[config.mk]
export PLATFORM = sky130hd
export DESIGN_NAME = aes_round_sched
export DESIGN_NICKNAME = d
export VERILOG_FILES = /design/src/rtl/aes_round_sched_pkg.sv /design/src/rtl/aes_round_sched_rr_arbiter4.sv /design/src/rtl/aes_round_sched.sv
export SDC_FILE = /design/constraint.sdc
export NUM_CORES = 1
export LEC_CHECK = 0
export ABC_AREA = 1
export BUFFER_PORTS_ARGS = -buffer_cell sky130_fd_sc_hd__buf_4
export CORE_MARGIN = 3
export CORE_UTILIZATION = 52
export DETAILED_ROUTE_END_ITERATION = 8
export GPL_TIMING_DRIVEN = 1
export PLACE_DENSITY = 0.75
export SYNTH_ARGS = -nofsm -noshare
export SYNTH_HDL_FRONTEND = slang
export SYNTH_HIERARCHICAL = 1
export SYNTH_SLANG_ARGS = --single-unit
[constraint.sdc]
create_clock -name clk -period 5.8 [get_ports clk]
set_input_delay 1.16 -clock clk [delete_from_list [all_inputs] [get_ports clk]]
set_output_delay 1.16 -clock clk [all_outputs]
set_load 0.01 [all_outputs]
[src/rtl/aes_round_sched_pkg.sv]
// Shared AES scheduler definitions: round/slot counts, per-slot state
// encoding and the bit layout of the CPU status word.
package aes_round_sched_pkg;

    localparam int AES_NUM_ROUNDS = 10;  // AES-128 rounds per block
    localparam int AES_NUM_SLOTS  = 4;   // block slots, 2-bit pointer

    typedef enum logic [1:0] {
        SLOT_IDLE     = 2'd0,
        SLOT_READY    = 2'd1,
        SLOT_INFLIGHT = 2'd2
    } slot_state_t;

    // cpu_rd_data bit positions
    localparam int STAT_BUSY_LSB = 0;   // [3:0] slot not IDLE
    localparam int STAT_INFL_LSB = 4;   // [7:4] slot INFLIGHT
    localparam int STAT_ERR_LOAD = 8;   // sticky: load into a busy slot
    localparam int STAT_ERR_RET  = 9;   // sticky: return for a slot not in flight

endpackage

[src/rtl/aes_round_sched_rr_arbiter4.sv]
// Four-request round-robin arbiter with a registered priority pointer.
// Ports:
//   clk, reset   clock, asynchronous active-high reset
//   req_i        request vector
//   gnt_o        one-hot grant (zero when no request)
//   gnt_vld_o    a grant was issued this cycle
//   gnt_idx_o    index of the granted request
// After reset request 0 has highest priority; after a grant the request
// following the winner becomes highest priority.
module rr_arbiter4 (
    input  logic       clk,
    input  logic       reset,
    input  logic [3:0] req_i,
    output logic [3:0] gnt_o,
    output logic       gnt_vld_o,
    output logic [1:0] gnt_idx_o
);

    logic [1:0] ptr_q, ptr_d;
    logic [7:0] req_dbl;
    logic [3:0] req_rot;
    logic [1:0] off;

    always_comb begin
        // Rotate so that bit 0 is the current highest-priority request.
        req_dbl   = {req_i, req_i};
        req_rot   = req_dbl[ptr_q +: 4];
        off       = 2'd0;
        gnt_vld_o = 1'b0;
        for (int k = 3; k >= 0; k--) begin
            if (req_rot[k]) begin
                off       = 2'(k);
                gnt_vld_o = 1'b1;
            end
        end
        gnt_idx_o = ptr_q + off;
        gnt_o     = gnt_vld_o ? (4'b0001 << gnt_idx_o) : 4'b0000;
        ptr_d     = gnt_vld_o ? (gnt_idx_o + 2'd1) : ptr_q;
    end

    always_ff @(posedge clk or posedge reset) begin
        if (reset) ptr_q <= 2'd0;
        else       ptr_q <= ptr_d;
    end

endmodule

[src/rtl/aes_round_sched.sv]
// AES round scheduler: tracks up to four blocks, issues one round per cycle
// to a shared round datapath by round-robin and reports completed blocks.
// Ports:
//   clk, reset              clock, asynchronous active-high reset
//   in_vld/in_pntr/in_rdy   load a block into a slot; in_rdy = slot IDLE
//   dp_vld/dp_pntr/dp_round/dp_last  registered round issue
//   ret_vld/ret_pntr        datapath finished a round for a slot
//   done_vld/done_pntr      registered pulse: block fully encrypted
//   cpu_rd/cpu_rd_data      status read; read strobe clears sticky errors
module aes_round_sched
    import aes_round_sched_pkg::*;
#(
    parameter int NUM_ROUNDS = AES_NUM_ROUNDS,
    parameter int NUM_SLOTS  = AES_NUM_SLOTS
) (
    input  logic        clk,
    input  logic        reset,
    input  logic        in_vld,
    input  logic [1:0]  in_pntr,
    output logic        in_rdy,
    output logic        dp_vld,
    output logic [1:0]  dp_pntr,
    output logic [3:0]  dp_round,
    output logic        dp_last,
    input  logic        ret_vld,
    input  logic [1:0]  ret_pntr,
    output logic        done_vld,
    output logic [1:0]  done_pntr,
    input  logic        cpu_rd,
    output logic [31:0] cpu_rd_data
);

    localparam logic [3:0] LAST_RND = 4'(NUM_ROUNDS);

    slot_state_t state_q [NUM_SLOTS];
    slot_state_t state_d [NUM_SLOTS];
    logic [3:0]  cnt_q   [NUM_SLOTS];
    logic [3:0]  cnt_d   [NUM_SLOTS];

    logic       err_load_q, err_load_d, err_ret_q, err_ret_d;
    logic       dp_vld_q, dp_vld_d, dp_last_q, dp_last_d;
    logic [1:0] dp_pntr_q, dp_pntr_d;
    logic [3:0] dp_round_q, dp_round_d;
    logic       done_vld_q, done_vld_d;
    logic [1:0] done_pntr_q, done_pntr_d;

    logic [3:0] req, gnt;
    logic       gnt_vld;
    logic [1:0] gnt_idx;

    always_comb begin
        req = 4'b0000;
        for (int i = 0; i < NUM_SLOTS; i++) req[i] = (state_q[i] == SLOT_READY);
    end

    rr_arbiter4 u_arb (
        .clk       (clk),
        .reset     (reset),
        .req_i     (req),
        .gnt_o     (gnt),
        .gnt_vld_o (gnt_vld),
        .gnt_idx_o (gnt_idx)
    );

    // Load, grant and return act on disjoint states (IDLE, READY, INFLIGHT),
    // so at most one of them can change any given slot in a cycle.
    always_comb begin
        state_d     = state_q;
        cnt_d       = cnt_q;
        err_load_d  = err_load_q & ~cpu_rd;
        err_ret_d   = err_ret_q & ~cpu_rd;
        done_vld_d  = 1'b0;
        done_pntr_d = done_pntr_q;

        if (in_vld) begin
            if (state_q[in_pntr] == SLOT_IDLE) begin
                state_d[in_pntr] = SLOT_READY;
                cnt_d[in_pntr]   = 4'd1;
            end else begin
                err_load_d = 1'b1;
            end
        end

        for (int i = 0; i < NUM_SLOTS; i++) begin
            if (gnt[i]) state_d[i] = SLOT_INFLIGHT;
        end

        if (ret_vld) begin
            if (state_q[ret_pntr] == SLOT_INFLIGHT) begin
                if (cnt_q[ret_pntr] < LAST_RND) begin
                    cnt_d[ret_pntr]   = cnt_q[ret_pntr] + 4'd1;
                    state_d[ret_pntr] = SLOT_READY;
                end else begin
                    state_d[ret_pntr] = SLOT_IDLE;
                    done_vld_d        = 1'b1;
                    done_pntr_d       = ret_pntr;
                end
            end else begin
                err_ret_d = 1'b1;
            end
        end

        dp_vld_d   = gnt_vld;
        dp_pntr_d  = gnt_vld ? gnt_idx : dp_pntr_q;
        dp_round_d = gnt_vld ? cnt_q[gnt_idx] : dp_round_q;
        dp_last_d  = gnt_vld ? (cnt_q[gnt_idx] == LAST_RND) : dp_last_q;
    end

    always_ff @(posedge clk or posedge reset) begin
        if (reset) begin
            for (int i = 0; i < NUM_SLOTS; i++) begin
                state_q[i] <= SLOT_IDLE;
                cnt_q[i]   <= 4'd0;
            end
            err_load_q  <= 1'b0;
            err_ret_q   <= 1'b0;
            dp_vld_q    <= 1'b0;
            dp_pntr_q   <= 2'd0;
            dp_round_q  <= 4'd0;
            dp_last_q   <= 1'b0;
            done_vld_q  <= 1'b0;
            done_pntr_q <= 2'd0;
        end else begin
            for (int i = 0; i < NUM_SLOTS; i++) begin
                state_q[i] <= state_d[i];
                cnt_q[i]   <= cnt_d[i];
            end
            err_load_q  <= err_load_d;
            err_ret_q   <= err_ret_d;
            dp_vld_q    <= dp_vld_d;
            dp_pntr_q   <= dp_pntr_d;
            dp_round_q  <= dp_round_d;
            dp_last_q   <= dp_last_d;
            done_vld_q  <= done_vld_d;
            done_pntr_q <= done_pntr_d;
        end
    end

    always_comb begin
        cpu_rd_data = 32'd0;
        for (int i = 0; i < NUM_SLOTS; i++) begin
            cpu_rd_data[STAT_BUSY_LSB + i] = (state_q[i] != SLOT_IDLE);
            cpu_rd_data[STAT_INFL_LSB + i] = (state_q[i] == SLOT_INFLIGHT);
        end
        cpu_rd_data[STAT_ERR_LOAD] = err_load_q;
        cpu_rd_data[STAT_ERR_RET]  = err_ret_q;
    end

    assign in_rdy    = (state_q[in_pntr] == SLOT_IDLE);
    assign dp_vld    = dp_vld_q;
    assign dp_pntr   = dp_pntr_q;
    assign dp_round  = dp_round_q;
    assign dp_last   = dp_last_q;
    assign done_vld  = done_vld_q;
    assign done_pntr = done_pntr_q;

endmodule

==> PnR_summary.wiki, run 1 <==
{| class="wikitable"
! Metric !! Value
|-
| Number of buffers inserted by post-CTS setup repair || 0
|-
| Worst clock skew on the final layout || 8.865 ps
|-
| Critical-path maximum fanout || 5
|-
| Worst hold path type || flip-flop to flip-flop
|-
| Required time at the worst-slack endpoint || 4640 ps
|-
| Number of warnings printed during yosys synthesis || 6
|-
| Antenna cells || 0
|-
| Layout overhead on the synthesized area || 8.719%
|-
| Nature of the critical path startpoint || input port
|-
| DIE WIDTH || approximately 80 microns
|-
| Routed via count || roughly 2500
|-
| Yosys top cell area share || around 34%
|-
| First-pass GRT wire length || between 10000 and 15000 microns
|-
| Cts hold-fix bufs || 0
|-
| Count of TritonRoute iterations in the first routing pass || 6
|-
| Vias per cell || 4.931
|-
| Number of unique standard cell types used by synthesis || 34
|-
| Area leader, netlist || sky130_fd_sc_hd__dfrtp_1
|-
| Total Routed Length || about 6500 microns
|-
| Highest routed metal layer || met4
|-
| Fin crit period || just over 3000 ps
|-
| Part of the Yosys area used for sequential elements || 34.35%
|-
| Final Hold Vio Count || 0
|-
| Routed length on met3 || between 300 and 400 microns
|-
| Outcome || complete, no violations
|-
| Clock transition at the register clock pins on the worst setup and hold paths after CTS || ~80 ps
|-
| Layout cells sized above 1 || around a fifth
|-
| Total GRT Usage || a little over a fifth
|-
| Core area || around 5200 sq um
|-
| Design Area, Final || slightly above 3000 sq um
|-
| Reg-to-Reg End || dp_last
|-
| Min-Delay Startpoint || dp_round[3]
|-
| Worst setup slack for register-to-register paths || around 3200 ps
|-
| Number of max-slew violations in the final report || 0
|-
| Final net count || roughly 450
|-
| Detailed Route Iter0 Violations || 120
|-
| Most frequently used cell type in the post-synthesis netlist || sky130_fd_sc_hd__nand2_1
|-
| VDD IR-drop max || 0.2507 mV
|-
| Starting density of the core || 54.59%
|-
| Layout fillers || between 500 and 600
|-
| Full die area || roughly 6400 sq um
|-
| Period utilization || 53.42%
|-
| Number of cells on the worst reg-to-reg path || 16
|-
| DRC Markers || 0
|-
| Power density of the placed cells || between 500 and 600 nW/um^2
|-
| Number of rows in the core area || 26
|-
| CTS tree || built
|-
| Buffer cell driving the clock tree root || sky130_fd_sc_hd__clkbuf_8
|-
| Syn avg cell area || ~7.0 sq um
|-
| Max clock buf depth || 2
|-
| Number of CTS-inserted buffers || 5
|-
| Instance count along the most critical hold path || 2
|-
| Clk_lat worst skew || roughly 300 ps
|-
| Startpoint of the worst register-to-register path || state_q[2]
|-
| F_max || roughly 320 MHz
|-
| Post-Synthesis Cell Area || about 2800 sq um
|-
| Critical Path Sink Type || primary output
|-
| # port buffers || 30
|-
| Met1 Routed Length || 2843 microns
|-
| Category of the critical setup timing path || input port to primary output
|-
| Initial antenna violation count || 0
|-
| Post-Route Hold Slack || roughly 480 ps
|-
| Number of gates given a new drive strength after cts || 0
|-
| Post-synth ARST share || between 90% and 100%
|-
| Maximum level of the CTS H-tree || 2
|-
| Global-route congestion overflow total || 0
|-
| CP Data Arrival Time || 1940 ps
|-
| Gpl congestion || approximately 0.94
|-
| Cells taking the most area after synthesis || sky130_fd_sc_hd__dfrtp_1 34%, sky130_fd_sc_hd__nand2_1 17%, sky130_fd_sc_hd__inv_1 7.3%
|-
| Antenna Violating Nets Remaining || 0
|-
| Via count of the first global-routing pass || between 2000 and 2500
|-
| Worst Hold End || dp_round[3]
|-
| Final HPWL from detailed placement || ~5000 microns
|-
| Vertical die dimension || ~80 microns
|-
| Gate count after technology mapping || 406
|-
| Number of synthesized flops with an enable pin || 0
|-
| Commonest cells in the synthesized netlist || 132 x sky130_fd_sc_hd__nand2_1, 55 x sky130_fd_sc_hd__inv_1, 39 x sky130_fd_sc_hd__dfrtp_1
|-
| Met2 wirelength from detailed routing || 3198 microns
|-
| RSZ-0062 raised after global routing || false
|-
| Lkg Pwr || 1.831 nW
|-
| Fin Setup TNS || 0 ps
|-
| Number of synthesized register bits || 39
|-
| Routed length per instance || around 13 microns
|-
| Top flip-flop cell by instance count after synthesis || sky130_fd_sc_hd__dfrtp_1
|-
| Total setup violations reported at the end of the flow || 0
|-
| Placed Instance Area || about 3000 sq um
|-
| Number of primary I/O pins || 53
|-
| Maximum number of pins on one net before global-route repair || 38
|-
| Max-cap violations || 0
|-
| Sink count of the clock tree || 39
|}
[flip-flops by register name, summed over array words and instances (netlist names)]
register     cells
done_pntr        2
u_arb/ptr_q      2
dp_last          1
state_q          8
dp_round         4
dp_pntr          2
done_vld         1
cnt_q           16
err_ret_q        1
err_load_q       1
dp_vld           1
[report_power, final]
| part | switching (W) | internal, W |
|---|---|---|
| Clock | 0.000101 | 0.0000846 |
| Sequential | 0.0000933 | 0.000388 |
| Combinational | 0.000709 | 0.000410 |
| Total | 0.000903 | 0.000883 |
[layout by cell type, fill, tap and decap left out, types with 2 or more instances in the layout]
master,netlist,routed
sky130_fd_sc_hd__nand2_1,132,132
sky130_fd_sc_hd__inv_1,55,55
sky130_fd_sc_hd__dfrtp_1,39,39
sky130_fd_sc_hd__nor2_1,32,32
sky130_fd_sc_hd__buf_4,24,31
sky130_fd_sc_hd__nand3_1,27,27
sky130_fd_sc_hd__conb_1,1,22
sky130_fd_sc_hd__o21ai_0,19,19
sky130_fd_sc_hd__nand2_2,12,12
sky130_fd_sc_hd__nand3_2,7,7
sky130_fd_sc_hd__a21oi_1,7,7
sky130_fd_sc_hd__nand2_4,6,6
sky130_fd_sc_hd__nor2_2,5,5
sky130_fd_sc_hd__clkbuf_8,0,5
sky130_fd_sc_hd__inv_2,4,4
sky130_fd_sc_hd__nand4_1,4,4
sky130_fd_sc_hd__nand3_4,3,3
sky130_fd_sc_hd__o21ai_1,3,3
sky130_fd_sc_hd__nor2_8,2,2
sky130_fd_sc_hd__a22oi_1,2,2
sky130_fd_sc_hd__clkinv_1,2,2
sky130_fd_sc_hd__o22ai_1,2,2
sky130_fd_sc_hd__ha_1,2,2
sky130_fd_sc_hd__clkbuf_1,2,2
[layout make-up]
type | count | area, sq um | area share, %
multi-input cells | 295 | 1468 | 47.51
flip-flops and latches | 39 | 975.9 | 31.59
inverters | 63 | 244.0 | 7.898
repair buffers | 31 | 232.7 | 7.533
well taps | 70 | 87.58 | 2.835
clock buffers | 7 | 76.32 | 2.471
clock inverters | 1 | 5.005 | 0.1620
[worst max-delay path, stage by stage]
cell and delay, ps:
sky130_fd_sc_hd__buf_4 120, sky130_fd_sc_hd__nand2_1 60, sky130_fd_sc_hd__inv_1 50, sky130_fd_sc_hd__nand2_1 50, sky130_fd_sc_hd__nand2_1 60, sky130_fd_sc_hd__nor2_1 260, sky130_fd_sc_hd__buf_4 180
[worst max path at each step]
stage / from / end / slack, ps / cells after the start
2_1_floorplan: in_pntr[1] / in_rdy / 3010 / 5
3_3_place_gp: in_pntr[1] / in_rdy / 2770 / 7
3_5_place_dp: in_pntr[1] / in_rdy / 2710 / 7
4_1_cts: in_pntr[1] / in_rdy / 2710 / 7
5_1_grt: in_pntr[1] / in_rdy / 2620 / 7
6_report: in_pntr[1] / in_rdy / 2700 / 7
[through the flow]
stage	power [W]	utilization [%]	instances	worst slack [ps]
floorplan	0.001349	-	427	3008
global placement	0.001576	57.79	498	2768
detailed placement	0.001607	57.79	498	2707
CTS	0.001795	59.35	506	2711
global route	0.001981	59.35	506	2621
finish	0.001786	59.35	506	2702
[per-layer routing]
layer  global-route usage [%]  vias up
li1                         -     1266
met1                    27.80     1150
met2                    37.09       66
met3                    4.063       13
met4                    6.588        0
met5                        0        -
[cells by family after synthesis]
logic type / synth area share, %
fa+ha+maj: 0.8805
xor+xnor: 0.3083
other cells: 0.1320
buf+inv: 16.78
simple gates: 40.33
compound gates: 7.221
flops: 34.35
(Power assumes the default switching activity.)
==> inputs of run 2 (changes only) <==
Settings changed: CORE_UTILIZATION 52 to 51, PLACE_DENSITY 0.75 to 0.77.
Clock period 5.8 ns to 2.64 ns, I/O delays scaled along.
==> run 2 against run 1 <==
- critical endpoint is now dp_last
- hold slack worse by 400 ps
- highest routed layer unchanged
- non-clock buffer count grew 2
- largest power group unchanged
- global-route usage up 0.16 points
==> PnR_summary.wiki, run 2 (synthesis gave the netlist of run 1 again) <==
{| class="wikitable"
! Metric !! Value
|-
| Outcome || complete, no violations
|-
| Sink count of the clock tree || 39
|-
| Count of TritonRoute iterations in the first routing pass || 4
|-
| Cts hold-fix bufs || 0
|-
| Final Total Pwr || about 0.004 W
|-
| Nature of the critical path startpoint || flip-flop
|-
| VDD IR-drop max || roughly 0.72 mV
|-
| Antenna cells || 0
|-
| Maximum number of pins on one net before global-route repair || 38
|-
| Combinational power share || between 60% and 70%
|-
| Fin Setup TNS || 0 ps
|-
| Number of cells on the worst reg-to-reg path || 18
|-
| Critical path endpoint || dp_last
|-
| Clk_lat worst skew || slightly below 300 ps
|-
| Most common cell after layout, fill and taps aside || sky130_fd_sc_hd__nand2_1
|-
| Worst clock skew on the final layout || ~6.8 ps
|-
| Full die area || between 6000 and 7000 sq um
|-
| Worst hold path type || input port to async pin
|-
| Starting density of the core || approximately 54%
|-
| Buffer cell driving the clock tree root || sky130_fd_sc_hd__clkbuf_8
|-
| Reg-to-Reg End || dp_last
|-
| Flip-flop count of the largest register after layout || 16
|-
| Layout cells sized above 1 || between 20% and 30%
|-
| Net switching power figure || roughly 0.0020 W
|-
| Commonest cells after routing, fill and taps aside || 132 x sky130_fd_sc_hd__nand2_1, 51 x sky130_fd_sc_hd__inv_1, 37 x sky130_fd_sc_hd__dfrtp_1
|-
| Routed length per instance || 12.99 microns
|-
| Period utilization || between 90 and 100%
|-
| Layout overhead on the synthesized area || 9.996%
|-
| Lkg Pwr || about 1.8 nW
|-
| Vertical die dimension || ~81 microns
|-
| Critical Path Sink Type || flip-flop
|-
| Maximum level of the CTS H-tree || 2
|-
| Vias per cell || 5.083
|-
| Core area || around 5200 sq um
|-
| Max clock buf depth || 2
|-
| Global-route congestion overflow total || 0
|-
| Total GRT Usage || between 20% and 30%
|-
| First-pass GRT wire length || about 11000 microns
|-
| Routed length on met3 || slightly above 400 microns
|-
| Gpl congestion || about 1.0
|-
| Post-Route Hold Slack || 85.46 ps
|-
| Via count of the first global-routing pass || 2354
|-
| Number of primary I/O pins || 53
|-
| Switching portion of total power || approximately half
|-
| Power density of the placed cells || approximately 1300 nW/um^2
|-
| Sequential share of power || between 20% and 30%
|-
| Worst setup slack for register-to-register paths || 220 ps
|-
| Final HPWL from detailed placement || just over 5000 microns
|-
| Highest routed metal layer || met4
|-
| Critical-path maximum fanout || 8
|-
| Total setup violations reported at the end of the flow || 0
|-
| Total Routed Length || approximately 6600 microns
|-
| Internal || roughly 0.0020 W
|-
| Number of CTS-inserted buffers || 5
|-
| Antenna Violating Nets Remaining || 0
|-
| Met2 wirelength from detailed routing || ~3300 microns
|-
| RSZ-0062 raised after global routing || false
|-
| Proportion of power drawn by the clock network || 9.7%
|-
| # port buffers || 30
|-
| Routed via count || 2582
|-
| Worst setup path startpoint || state_q[4]
|-
| Fin crit period || between 2000 and 2500 ps
|-
| DIE WIDTH || around 81 microns
|-
| Required time at the worst-slack endpoint || 2870 ps
|-
| Max-cap violations || 0
|-
| Clock transition at the register clock pins on the worst setup and hold paths after CTS || roughly 80 ps
|-
| Detailed Route Iter0 Violations || around 170
|-
| Final net count || around 450
|-
| CTS tree || built
|-
| Number of max-slew violations in the final report || 0
|-
| Met1 Routed Length || ~2800 microns
|-
| F_max || between 400 and 500 MHz
|-
| Final Hold Vio Count || 0
|-
| Number of rows in the core area || 26
|-
| Initial antenna violation count || 0
|-
| Startpoint of the worst register-to-register path || state_q[4]
|-
| Category of the critical setup timing path || flip-flop to flip-flop
|-
| Register with the highest flop count || cnt_q
|-
| CP Data Arrival Time || between 2000 and 3000 ps
|-
| DRC Markers || 0
|}
==> run 2: changes by cell type in the layout (fill, tap and decap cells not counted) <==
cell | previous run | this run
sky130_fd_sc_hd__a21boi_0 | 1 | 0
sky130_fd_sc_hd__a21boi_2 | 0 | 1
sky130_fd_sc_hd__buf_4 | 31 | 33
sky130_fd_sc_hd__dfrtp_1 | 39 | 37
sky130_fd_sc_hd__dfrtp_2 | 0 | 2
sky130_fd_sc_hd__ha_1 | 2 | 1
sky130_fd_sc_hd__ha_2 | 0 | 1
sky130_fd_sc_hd__inv_1 | 55 | 51
sky130_fd_sc_hd__inv_2 | 4 | 8
sky130_fd_sc_hd__nor2_1 | 32 | 30
sky130_fd_sc_hd__nor2_2 | 5 | 7
sky130_fd_sc_hd__xor2_1 | 1 | 0
sky130_fd_sc_hd__xor2_2 | 0 | 1
==> run 2: how the worst min path moves through the flow <==
| stage | start | to | slack [ps] | cells after the start |
|---|---|---|---|---|
| final | reset | u_arb/ptr_q[1] | 90 | 2 |
| after global routing | reset | u_arb/ptr_q[1] | 80 | 2 |
| after CTS | reset | u_arb/ptr_q[1] | 90 | 2 |
| after detailed placement | reset | u_arb/ptr_q[1] | 400 | 2 |
| after global placement | reset | u_arb/ptr_q[1] | 390 | 2 |
| after floorplan | reset | u_arb/ptr_q[0] | 270 | 1 |
==> run 2: critical path: stages, from the launching register on <==
cell and delay (ps):
sky130_fd_sc_hd__dfrtp_1 400, sky130_fd_sc_hd__inv_1 100, sky130_fd_sc_hd__nor2_1 70, sky130_fd_sc_hd__nand2_1 100, sky130_fd_sc_hd__nand3_1 100, sky130_fd_sc_hd__nand2_2 100
sky130_fd_sc_hd__nand3_1 80, sky130_fd_sc_hd__a21boi_2 130, sky130_fd_sc_hd__ha_2 200, sky130_fd_sc_hd__xor2_2 170, sky130_fd_sc_hd__buf_4 140, sky130_fd_sc_hd__nand2_4 50
sky130_fd_sc_hd__nand2_4 110, sky130_fd_sc_hd__inv_2 70, sky130_fd_sc_hd__nor2_1 100, sky130_fd_sc_hd__o21ai_0 80, sky130_fd_sc_hd__a21oi_1 190, sky130_fd_sc_hd__nand4_1 110
sky130_fd_sc_hd__nand2_1 70
==> run 2: through the flow <==
stage	setup slack, ps	std cells	util [%]	instance area [sq um]
floorplan	406.0	427	-	2920
global placement	228.5	499	57.57	3015
detailed placement	72.41	499	57.57	3015
CTS	62.78	507	59.13	3097
global route	7.531	508	59.68	3126
finish	223.4	508	59.68	3126
==> run 2: power groups by stage <==
stage,Clock [W],Combinational (W),Sequential [W]
after floorplan,0,0.00194,0.00103
after global placement,0,0.00239,0.00107
after detailed placement,0,0.00247,0.00108
after CTS,0.000393,0.00248,0.00107
after global routing,0.000432,0.00290,0.00111
final,0.000390,0.00256,0.00109
==> run 2: cell type report <==
type,count,area [sq um]
clock buffers,7,76.32
clock inverters,1,5.005
fillers,505,2112
inverters,63,244.0
multi-input cells,295,1486
flip-flops and latches,39,978.4
well taps,70,87.58
repair buffers,33,247.7
==> run 2: timing repair <==
action                                  CTS  global route
endpoints found under the setup margin    0             6
buffers inserted                          0             1
resized for setup                         0            12
==> run 2: layer usage <==
layer  vias to the layer above  track usage (%)
li1                       1281                -
met1                      1207            27.50
met2                        85            38.00
met3                         9            3.812
met4                         0            7.095
met5                         -                0
==> inputs of run 3 (changes only) <==
Settings changed: CORE_ASPECT_RATIO set to 1.4, CORE_UTILIZATION 51 to 52, PLACE_DENSITY 0.77 to 0.75.
Clock period 2.64 ns to 2.8 ns, I/O delays scaled along.
==> run 3 against run 2 <==
- cell area increased by 0.32%
- wire length increased by 4.2%
- setup slack improved by 64 ps
- via count decreased by 3.2%
- clock skew increased by 2.8 ps
- critical path depth decreased by 3
- clock-buffer cell count decreased by 2
- critical path type unchanged
- largest power group unchanged
==> PnR_summary.wiki, run 3 (synthesis gave the netlist of run 1 again) <==
{| class="wikitable"
! Metric !! Value
|-
| Outcome || complete, no violations
|-
| Cell family with the largest share of critical-path delay || simple AND/OR/NAND/NOR gates
|-
| Standard cell with the maximum stage delay on the critical path || sky130_fd_sc_hd__dfrtp_1
|-
| Initial antenna violation count || 0
|-
| RSZ-0062 raised after global routing || false
|-
| Fin Setup TNS || 0 ps
|-
| Nature of the critical path startpoint || flip-flop
|-
| Number of cells on the worst reg-to-reg path || 15
|-
| Via count of the first global-routing pass || 2434
|-
| Vertical die dimension || 93.47 microns
|-
| Worst clock skew on the final layout || 9.594 ps
|-
| Antenna Violating Nets Remaining || 0
|-
| Total setup violations reported at the end of the flow || 0
|-
| DIE WIDTH || 68.48 microns
|-
| Final HPWL from detailed placement || between 5000 and 6000 microns
|-
| Starting density of the core || 54.27%
|-
| Sink count of the clock tree || 39
|-
| Critical path's largest stage delay || between 400 and 500 ps
|-
| Global-route congestion overflow total || 0
|-
| Number of max-slew violations in the final report || 0
|-
| Vias per cell || 4.970
|-
| Detailed Route Iter0 Violations || about 130
|-
| Max-cap violations || 0
|-
| Layout cells sized above 1 || 20.37%
|-
| Number of CTS-inserted buffers || 5
|-
| Clk_lat worst skew || about 300 ps
|-
| CP Data Arrival Time || roughly 2800 ps
|-
| Fin crit period || around 2500 ps
|-
| Buffer cell driving the clock tree root || sky130_fd_sc_hd__clkbuf_8
|-
| Count of TritonRoute iterations in the first routing pass || 4
|-
| Core area || approximately 5200 sq um
|-
| Worst hold path type || input port to async pin
|-
| Reg-to-Reg End || dp_last
|-
| Total Routed Length || 6875 microns
|-
| Startpoint of the worst register-to-register path || state_q[7]
|-
| CTS tree || built
|-
| Critical Path Sink Type || flip-flop
|-
| CP bufs+invs || 2
|-
| Maximum number of pins on one net before global-route repair || 38
|-
| WP depth || 15
|-
| Register with the highest flop count || cnt_q
|-
| Final net count || 447
|-
| Commonest cells after routing, fill and taps aside || 132 x sky130_fd_sc_hd__nand2_1, 54 x sky130_fd_sc_hd__inv_1, 39 x sky130_fd_sc_hd__dfrtp_1
|-
| Category of the critical setup timing path || flip-flop to flip-flop
|-
| Ordered list of cells on the worst path || nor2_1 > nand2_1 > nand3_2 > nand2_2 > a21boi_0 > ha_2 > xor2_2 > inv_1 > nand3_2 > nand2_4 > inv_2 > o21ai_0 > o22ai_1 > nand4_1 > nand2_1
|-
| Antenna cells || 0
|-
| Routed length per instance || around 14 microns
|-
| Layout overhead on the synthesized area || 10.35%
|-
| Maximum level of the CTS H-tree || 2
|-
| VDD IR-drop max || between 0.6 and 0.7 mV
|-
| Number of primary I/O pins || between 50 and 60
|-
| Final Hold Vio Count || 0
|-
| Share of the core filled with cells || between 50% and 60%
|-
| Period utilization || about 90%
|-
| Placed Instance Area || between 3000 and 4000 sq um
|-
| Max clock buf depth || 2
|-
| Worst setup path startpoint || state_q[7]
|-
| Lkg Pwr || between 1.5 and 2 nW
|-
| DRC Markers || 0
|-
| Full die area || approximately 6400 sq um
|-
| Flip-flop count of the largest register after layout || 16
|-
| Design Area, Final || between 3000 and 4000 sq um
|-
| F_max || about 400 MHz
|-
| Power density of the placed cells || 1241 nW/um^2
|-
| Required time at the worst-slack endpoint || between 3000 and 4000 ps
|-
| Clock transition at the register clock pins on the worst setup and hold paths after CTS || around 80 ps
|-
| # port buffers || 30
|-
| First-pass GRT wire length || roughly 11000 microns
|-
| Total GRT Usage || between 20% and 30%
|-
| Worst setup slack for register-to-register paths || approximately 290 ps
|-
| Gpl congestion || 0.8892
|-
| Critical-path maximum fanout || 8
|-
| Routed via count || 2500
|-
| Number of rows in the core area || 31
|-
| Most common cell after layout, fill and taps aside || sky130_fd_sc_hd__nand2_1
|}
==> run 3: cell types whose count changed in the layout (fill, tap and decap cells not counted), moves of 2 or more <==
cell                       previous run  this run
sky130_fd_sc_hd__clkbuf_1             2         0
sky130_fd_sc_hd__dfrtp_1             37        39
sky130_fd_sc_hd__dfrtp_2              2         0
sky130_fd_sc_hd__inv_1               51        54
sky130_fd_sc_hd__inv_2                8         5
==> run 3: timing repair <==
item	4_1_cts	5_1_grt
setup buffers	0	0
hold buffers	0	0
setup endpoints to repair	0	2
gates resized for setup	0	4
==> run 3: how the worst max path moves through the flow <==
stage and endpoint:
5_1_grt dp_last, 6_report dp_last, 3_5_place_dp dp_last, 2_1_floorplan dp_last, 4_1_cts dp_last, 3_3_place_gp dp_last
==> run 3: per-stage QoR <==
step           instances  hold WS, ps  worst slack, ps  power (W)
3_5_place_dp         495        432.1            224.7   0.003369
4_1_cts              503        106.0            169.1   0.003863
2_1_floorplan        427        301.2            566.0   0.002795
5_1_grt              503        105.7            41.80   0.004271
3_3_place_gp         495        425.7            376.2   0.003283
6_report             503        111.1            287.6   0.003890
==> run 3: cell type report <==
class,count,area (sq um)
clock inverters,3,43.79
flip-flops and latches,39,975.9
repair buffers,32,240.2
inverters,63,244.0
well taps,66,82.58
multi-input cells,295,1480
fillers,543,2101
clock buffers,5,68.82
==> run 3: worst reg2reg max path, delay by kind of cell (launching register included) <==
family / cells / cell delay, ps
simple gates: 8 / 890
xor+xnor: 1 / 200
buf+inv: 2 / 180
fa+ha+maj: 1 / 220
compound gates: 3 / 520
flops: 1 / 430
==> run 3: metal layers <==
metal	vias up	GRT usage, %	part of all wire (%)
li1	1270	-	-
met1	1148	26.73	40
met2	61	40.08	51
met3	21	3.726	4.3
met4	0	12.27	4.3
met5	-	0	0
==> run 3: power breakdown <==
group / switching, W / internal (W)
combinational: 0.00152 / 0.000869
clock: 0.000212 / 0.000265
sequential: 0.000214 / 0.000804
